File: config.mk
export PLATFORM = sky130hd
export DESIGN_NAME = fir_out_reader
export DESIGN_NICKNAME = d
export VERILOG_FILES = /design/src/rtl/fir_out_reader.sv
export SDC_FILE = /design/constraint.sdc
export NUM_CORES = 1
export LEC_CHECK = 0
export ABC_AREA = 1
export BUFFER_PORTS_ARGS = -buffer_cell sky130_fd_sc_hd__buf_2
export CAP_MARGIN = 20
export CORE_MARGIN = 4
export CORE_UTILIZATION = 50
export DETAILED_ROUTE_END_ITERATION = 6
export GPL_ROUTABILITY_DRIVEN = 0
export PLACE_DENSITY = 0.74
export SLEW_MARGIN = 20
export SYNTH_ARGS = -nofsm -noshare
export SYNTH_HDL_FRONTEND = slang
export SYNTH_SLANG_ARGS = --single-unit
File: constraint.sdc
create_clock -name clk -period 2.8 [get_ports clk]
set_input_delay 0.42 -clock clk [delete_from_list [all_inputs] [get_ports clk]]
set_output_delay 0.42 -clock clk [all_outputs]
set_load 0.1 [all_outputs]
File: src/rtl/fir_out_reader.sv
// fir_out_reader
// Pops filtered FIR results from the output FIFO into a 2-entry prefetch
// buffer and presents them as a valid/ready stream toward the bus read path.
// Each word is converted on the way out: full-precision sign extension
// (mode 0) or round-half-up plus saturation back to BIT_PREC bits (mode 1).
//
// Stream handshake: a transfer happens on a rising edge where out_valid and
// out_ready are both high. out_valid depends only on registered state; once
// raised it stays high until a transfer, and the buffered head entry does not
// move while stalled. out_ready may be asserted at any time; asserting it with
// out_valid low is a consumer error and sets the sticky err_underflow flag.
module fir_out_reader #(
  parameter int DWIDTH   = 32,
  parameter int OUT_SIZE = 21,
  parameter int BIT_PREC = 8,
  parameter int CNT_W    = 16
) (
  input  logic                clk,
  input  logic                rst_n,
  // output FIFO read port (one-cycle read latency)
  input  logic                fifo_empty,
  output logic                fifo_rd_en,
  input  logic [OUT_SIZE-1:0] fifo_rdata,
  // conversion select
  input  logic                mode,
  // outgoing stream
  output logic                out_valid,
  input  logic                out_ready,
  output logic [DWIDTH-1:0]   out_data,
  // status
  input  logic                clr,
  output logic [CNT_W-1:0]    word_cnt,
  output logic                err_underflow
);

  // Rounding constant and saturation bounds, all at OUT_SIZE+1 bits so the
  // rounding add cannot overflow.
  localparam logic signed [OUT_SIZE:0] RND_HALF =
    {{(OUT_SIZE + 1 - BIT_PREC){1'b0}}, 1'b1, {(BIT_PREC - 1){1'b0}}};
  localparam logic signed [OUT_SIZE:0] SAT_MAX =
    {{(OUT_SIZE + 2 - BIT_PREC){1'b0}}, {(BIT_PREC - 1){1'b1}}};
  localparam logic signed [OUT_SIZE:0] SAT_MIN = ~SAT_MAX;

  // ---------------------------------------------------------------------------
  // State
  // ---------------------------------------------------------------------------
  logic [OUT_SIZE-1:0] mem_q [2];
  logic                rd_ptr_q, rd_ptr_d;
  logic                wr_ptr_q, wr_ptr_d;
  logic [1:0]          occ_q, occ_d;
  logic                inflight_q, inflight_d;
  logic [CNT_W-1:0]    word_cnt_q, word_cnt_d;
  logic                err_q, err_d;

  // ---------------------------------------------------------------------------
  // Handshake and prefetch control
  // ---------------------------------------------------------------------------
  logic       pop_now;
  logic [2:0] level_after_pop;

  assign out_valid = (occ_q != 2'd0);
  assign pop_now   = out_valid && out_ready;

  // Words held or on their way (buffer + inflight) once this cycle's transfer
  // has left. A pop is only issued if that leaves room for the returning word.
  assign level_after_pop = {1'b0, occ_q} + {2'b00, inflight_q} - {2'b00, pop_now};
  assign fifo_rd_en      = !fifo_empty && (level_after_pop < 3'd2);

  // Next-state for pointers, occupancy, counter and error flag.
  always_comb begin
    rd_ptr_d   = rd_ptr_q;
    wr_ptr_d   = wr_ptr_q;
    occ_d      = level_after_pop[1:0];
    inflight_d = fifo_rd_en;
    word_cnt_d = word_cnt_q;
    err_d      = err_q;

    // A word popped last cycle lands in the slot at wr_ptr this edge.
    if (inflight_q) begin
      wr_ptr_d = ~wr_ptr_q;
    end

    if (pop_now) begin
      rd_ptr_d   = ~rd_ptr_q;
      word_cnt_d = word_cnt_q + CNT_W'(1);
    end

    if (out_ready && !out_valid) begin
      err_d = 1'b1;
    end

    // Clear has priority over both counting and error capture.
    if (clr) begin
      word_cnt_d = '0;
      err_d      = 1'b0;
    end
  end

  // Registered control state with synchronous active-low reset.
  always_ff @(posedge clk) begin
    if (!rst_n) begin
      rd_ptr_q   <= 1'b0;
      wr_ptr_q   <= 1'b0;
      occ_q      <= 2'd0;
      inflight_q <= 1'b0;
      word_cnt_q <= '0;
      err_q      <= 1'b0;
    end else begin
      rd_ptr_q   <= rd_ptr_d;
      wr_ptr_q   <= wr_ptr_d;
      occ_q      <= occ_d;
      inflight_q <= inflight_d;
      word_cnt_q <= word_cnt_d;
      err_q      <= err_d;
    end
  end

  // Buffer storage: capture returning FIFO data; cleared on reset so the idle
  // output converts to zero.
  always_ff @(posedge clk) begin
    if (!rst_n) begin
      mem_q[0] <= '0;
      mem_q[1] <= '0;
    end else if (inflight_q) begin
      mem_q[wr_ptr_q] <= fifo_rdata;
    end
  end

  assign word_cnt      = word_cnt_q;
  assign err_underflow = err_q;

  // ---------------------------------------------------------------------------
  // Output conversion (applied to the head entry at output time, so a mode
  // change also affects a word that is already buffered)
  // ---------------------------------------------------------------------------
  logic [OUT_SIZE-1:0]        head;
  logic signed [OUT_SIZE:0]   head_wide;
  logic signed [OUT_SIZE:0]   rnd_sum;
  logic signed [OUT_SIZE:0]   rnd_shift;
  logic [BIT_PREC-1:0]        sat_val;
  logic [DWIDTH-1:0]          full_ext;
  logic [DWIDTH-1:0]          prec_ext;

  assign head      = mem_q[rd_ptr_q];
  assign head_wide = $signed({head[OUT_SIZE-1], head});
  assign rnd_sum   = head_wide + RND_HALF;
  assign rnd_shift = rnd_sum >>> BIT_PREC;
  assign full_ext  = {{(DWIDTH - OUT_SIZE){head[OUT_SIZE-1]}}, head};

  // Clip the rounded value into the signed BIT_PREC range.
  always_comb begin
    sat_val = rnd_shift[BIT_PREC-1:0];
    if (rnd_shift > SAT_MAX) begin
      sat_val = {1'b0, {(BIT_PREC - 1){1'b1}}};
    end else if (rnd_shift < SAT_MIN) begin
      sat_val = {1'b1, {(BIT_PREC - 1){1'b0}}};
    end
  end

  assign prec_ext = {{(DWIDTH - BIT_PREC){sat_val[BIT_PREC-1]}}, sat_val};
  assign out_data = mode ? prec_ext : full_ext;

  // ---------------------------------------------------------------------------
  // Structural invariants
  // ---------------------------------------------------------------------------
  a_occ_range : assert property (@(posedge clk) disable iff (!rst_n)
    occ_q <= 2'd2);

  a_no_pop_when_empty : assert property (@(posedge clk) disable iff (!rst_n)
    !(fifo_rd_en && fifo_empty));

  a_valid_held : assert property (@(posedge clk) disable iff (!rst_n)
    (out_valid && !out_ready && !clr) |=> out_valid);

endmodule

## Yosys cells after proc, flatten, opt, wreduce, memory -nomap -nowiden

Memory sizes are Yosys's and may differ from the RTL's. A register that Yosys moved wholly into a read port is not among the register bits.
Cells that the tools add are included.

- Flip-flop bits (word level): 22
- Bits in writable memories: 42
- Input bits: 27
- Output and inout bits: 51
- Logic and storage cells: 37
- Memories: 1

Memory list:

| memory | depth | bits a word | read ports | clocked after Yosys merged registers in | wr ports | line | text |
|---|---|---|---|---|---|---|---|
| mem_q | 2 | 21 | 1 | 1 | 2 | 47 | `logic [OUT_SIZE-1:0] mem_q [2];` |

- Add/sub/neg operators: 4
- Order comparisons: 3
- Mux-type cells: 12
- Bitwise operators: 3
- Reduce and logical (&&, ||, !) cells: 8

Operator list:

| kind | count |
|---|---|
| $mux W32 | 1 |
| $add A21 B9 Y22 const B | 1 |
| $mux W21 | 1 |
| $reduce_or A21 Y1 | 1 |
| $add A16 B1 Y16 const B | 1 |
| $mux W8 | 2 |
| $gt A14 B8 Y1 const B | 1 |
| $lt A14 B8 Y1 const B | 1 |
| $mux W1 | 8 |
| $add A2 B1 Y3 | 1 |
| $logic_and A1 B1 Y1 | 3 |
| $lt A3 B2 Y1 const B | 1 |
| $not A1 Y1 | 3 |
| $sub A3 B1 Y3 | 1 |
| $logic_not A1 Y1 | 2 |
| $reduce_bool A2 Y1 | 1 |
| $reduce_or A2 Y1 | 1 |

## Longest topological paths before layout

- Depth after elaboration: 5
- Mapped depth: 17
- Mapped depth without buffers: 16

## Worst setup path after synthesis

No wires, ideal clock.

- Path kind: register to output
- Start point: reg occ_q[1]
- End point: out fifo_rd_en
- Arrival time: 5.458 ns
- Data required time: 2.380 ns
- Slack: -3.078 ns
- Cell stages (with the launch flop): 12
- Buffers on the path: 0
- Cells stage by stage: dfxtp_1 > inv_1 > nand2_1 > nand2_1 > inv_2 > ha_1 > inv_1 > ha_1 > inv_1 > fa_1 > inv_1 > nor4_1

- Cells in the longest elaborated chain, start to end: 5
- Elaborated cells on any way between the ends: 6
- Classes of those cells: add/sub (2); order compare (1); reduce/logical (3)

Ends and longest elaborated chain:

| element | line | text |
|---|---|---|
| start: declaration | 50 | `logic [1:0] occ_q, occ_d;` |
| start signal: assignment | 104 | `occ_q <= 2'd0;` |
| start signal: assignment | 111 | `occ_q <= occ_d;` |
| $reduce_bool A2 Y1 | 61 | `assign out_valid = (occ_q != 2'd0);` |
| via out_valid | 27 | `output logic out_valid,` |
| $logic_and A1 B1 Y1 | 62 | `assign pop_now = out_valid && out_ready;` |
| via pop_now | 58 | `logic pop_now;` |
| $sub A3 B1 Y3 | 66 | `assign level_after_pop = {1'b0, occ_q} + {2'b00, inflight_q} - {2'b00, pop_now};` |
| $lt A3 B2 Y1 | 67 | `assign fifo_rd_en = !fifo_empty && (level_after_pop < 3'd2);` |
| $logic_and A1 B1 Y1 | 67 |  |
| end: declaration | 22 | `output logic fifo_rd_en,` |

The timed path passes the listed nets, and every way through them passes these cells.

## Worst setup path after layout

- Start point: reg occ_q[1]
- End point: out fifo_rd_en

- Cells in the longest elaborated chain, start to end: 5
- Elaborated cells on any way between the ends: 6
- Classes of those cells: add/sub (2); order compare (1); reduce/logical (3)

Ends and longest elaborated chain:

| element | line |
|---|---|
| $reduce_bool A2 Y1 | 61 |
| $logic_and A1 B1 Y1 | 62 |
| via pop_now | 58 |
| $sub A3 B1 Y3 | 66 |
| $lt A3 B2 Y1 | 67 |
| $logic_and A1 B1 Y1 | 67 |

The timed path passes the listed nets, and every way through them passes these cells.

==> impl_metrics.yaml <==
run_status:
  status: "complete, but fails checks"
  violations: "negative setup slack"
critical_path:
  cp-start-kind: "flop"
  critPathRequiredTime_ns: 2.38
  slowest_stage: "fa_1"
  crit_chain: "inv_4, nand2_8, nand2_8, inv_8, ha_4, inv_2, ha_4, inv_2, fa_1, inv_2, nor4_4, buf_12"
  cp_top_family: "adder cells"
  worst_setup_path_end_kind: "output port"
  path_class: "flop to output port"
  cp.arrival_ns: 2.44
  crit_path_frequent_cell: "inv_2"
  max_stage_delay_ns: 0.52
  crit_buf_inv: 6
  cp_max_fo: 3
yosys:
  synthesis.nets: 495
  synth_async_sr_flop_share: 0
  synthCells: 463
  ys_ff_latch: 65
  yosysWarnings: 0
  ys.flop_type: "edfxtp_1"
  seq_area_frac_synth: 0.4750
  synth_edf_count: 42
  syn_area_per_cell_um2: 7.829
  netlist_area_um2: 3625
  synth_cell_types: 32
route:
  wl_mm: 8.363
  drc: 0
  wire_per_inst_um: 12.65
  ant_nets: 0
  vias: 3252
  drtIter0Drc: 154
  first_pass_iters: 4
  viasPerCell: 4.920
floorplanning:
  die_h_um: 93.15
  coreArea_um2: 6907
  num_rows: 30
  ios: 78
  fp.dieW_um: 93.15
  initial_utilization: 0.5248
  die-area_um2: 8676
timing:
  setup_tns_ns: -0.5430
  setup_slack_ns: -0.06081
  rsz0062_at_grt: "yes"
  finalHoldViolCount: 0
  slew_headroom: 0.6772
  skew_ns: 0.008544
  worst_pin_slew_ns: 0.4875
  fmax_mhz: 349.6
  finalSetupViolCount: 15
  slew_violations: 0
  holdWs_ns: 0.3694
  min_period_ns: 2.861
  min_period_over_period: 1.022
cells_and_area:
  stdcell_count: 661
  drive_gt1_frac: 0.3558
  post-route-cell-area_um2: 5070
  layout_common_cells: "nand2_1 (91), nor2_1 (75), inv_1 (56)"
  antennaDiodeCount: 0
  fin_nets: 592
  layout_commonest_cell: "nand2_1"
  post-route-util: 0.7341
  fill_cells: 522
  areaGrowthSynthToFinish_pct: 39.87
cts:
  cts_num_sinks: 65
  cts_root_buf: "clkbuf_8"
  htree_levels: 3
  cts_tree: "done"
  path_clk_slew_ns: 0.07
  clk_latency_ns: 0.33
  cts_buffer_depth: 2
  cts_buffers: 9
power_and_ir_drop:
  peakVddDrop_mv: 0.6699
  p_leak_nw: 2.306
  power.density_nw_per_um2: 1125
global_routing:
  grt_max_degree: 24
  grt-ovfl-total: 0
  grt_pass1_vias: 3136
  antenna_found_initial: 0
  grtUsageTotal: 0.1965
  grt_pass1_wl_mm: 13.68
hold_path:
  hold_path.class: "primary input to flop"
run:
  drv_cap: 0
placed_design:
  post_dp_cell_area_um2: 4335
  port_buffers: 77
  hpwl_mm: 5.893
  placed_cells: 623
what timing repair did:
action / in CTS / in global routing
setup endpoints to repair: 33 / 33
cloned: 2 / 0
hold buffers: 0 / 0
setup buffers: 17 / 3
gates resized for setup: 76 / 25
pin swaps: 12 / 2
cell type report:
| cell class | instances | area (um2) | area share |
|---|---|---|---|
| flip-flops and latches | 65 | 1733 | 0.3418 |
| multi-input cells | 302 | 1667 | 0.3287 |
| repair buffers | 110 | 1010 | 0.1992 |
| inverters | 71 | 290.3 | 0.05726 |
| clock buffers | 9 | 123.9 | 0.02443 |
| well taps | 96 | 120.1 | 0.02369 |
| clock inverters | 7 | 118.9 | 0.02345 |
| repair inverters | 1 | 7.507 | 0.001481 |
power by group:
group / leakage (nW) / internal [W] / total, W / switching [W]
clock: 0.117 / 0.000591 / 0.000949 / 0.000358
combinational: 1.56 / 0.00108 / 0.00354 / 0.00245
sequential: 0.624 / 0.00116 / 0.00122 / 0.0000608
total: 2.31 / 0.00283 / 0.00570 / 0.00287
synthesized netlist by cell type (2+ instances only):
cell type  instances  area [um2]
a31oi_1            3       18.77
nand2_1          108       405.4
inv_2              7       26.28
nand3_2            5       50.05
inv_1             64       240.2
edfxtp_1          42        1261
xor2_1             6       52.55
dfxtp_1           23       460.4
nor2_1            76       285.3
buf_4             16       120.1
o21ai_0           23       115.1
o21a_1             2       15.01
nand3_1           14       70.07
ha_1               4       50.05
nor2_4             6       67.56
nand2_2            6       37.54
nand4_1            7       43.79
a21oi_1           17       85.08
o21ai_1            7       35.03
nor3b_1            2       15.01
clkbuf_1           7       26.28
nor4_1             2       12.51
nor2_2             4       25.02
nor3_1             4       20.02
per-stage QoR:
step	worst slack, ns	total power, W
finish	-0.06081	0.005704
global route	-0.2105	0.005950
CTS	-0.1135	0.005587
detailed placement	0.1342	0.004217
global placement	0.1530	0.004187
floorplan	-0.4404	0.003788
worst paths after layout:
check,start,endpoint,slack (ns),cells after the start
hold / removal,rst_n,occ_q[0],0.37,3
setup / recovery,occ_q[1],fifo_rd_en,-0.06,12
hold reg to reg,rd_ptr_q,rd_ptr_q,0.46,1
setup reg to reg,occ_q[1],inflight_q,0.51,15
cells by family (layout without fill, tap and decap cells):
family                   after synthesis  in the layout  synth area share
AO/OA/AOI/OAI                         53             53           0.07870
XOR/XNOR                               6              6           0.01450
adder cells (fa/ha/maj)                5              5           0.01933
buffers and inverters                 96            198            0.1181
flip-flops                            65             65            0.4750
AND/OR/NAND/NOR                      238            238            0.2944
metal layers:
metal	GRT usage	wire length, um	vias to the layer above
met2	0.3491	4244	109
met4	0.07570	205	0
met5	0	0	-
met3	0.04023	534	19
met1	0.2324	3379	1479
li1	-	-	1645
worst reg2reg max path: cells and delay by family, from the launching register on:
kind	cells	cell delay, ns
flip-flops	1	0.35
adder cells (fa/ha/maj)	3	0.85
buffers and inverters	8	0.55
AND/OR/NAND/NOR	4	0.51
registers in the layout, summed over array words and instances (netlist names), named ones only:
register,count
err_underflow,1
occ_q,2
word_cnt,16
rd_ptr_q,1
inflight_q,1
mem_q,42
wr_ptr_q,1
(Power assumes the default switching activity.)
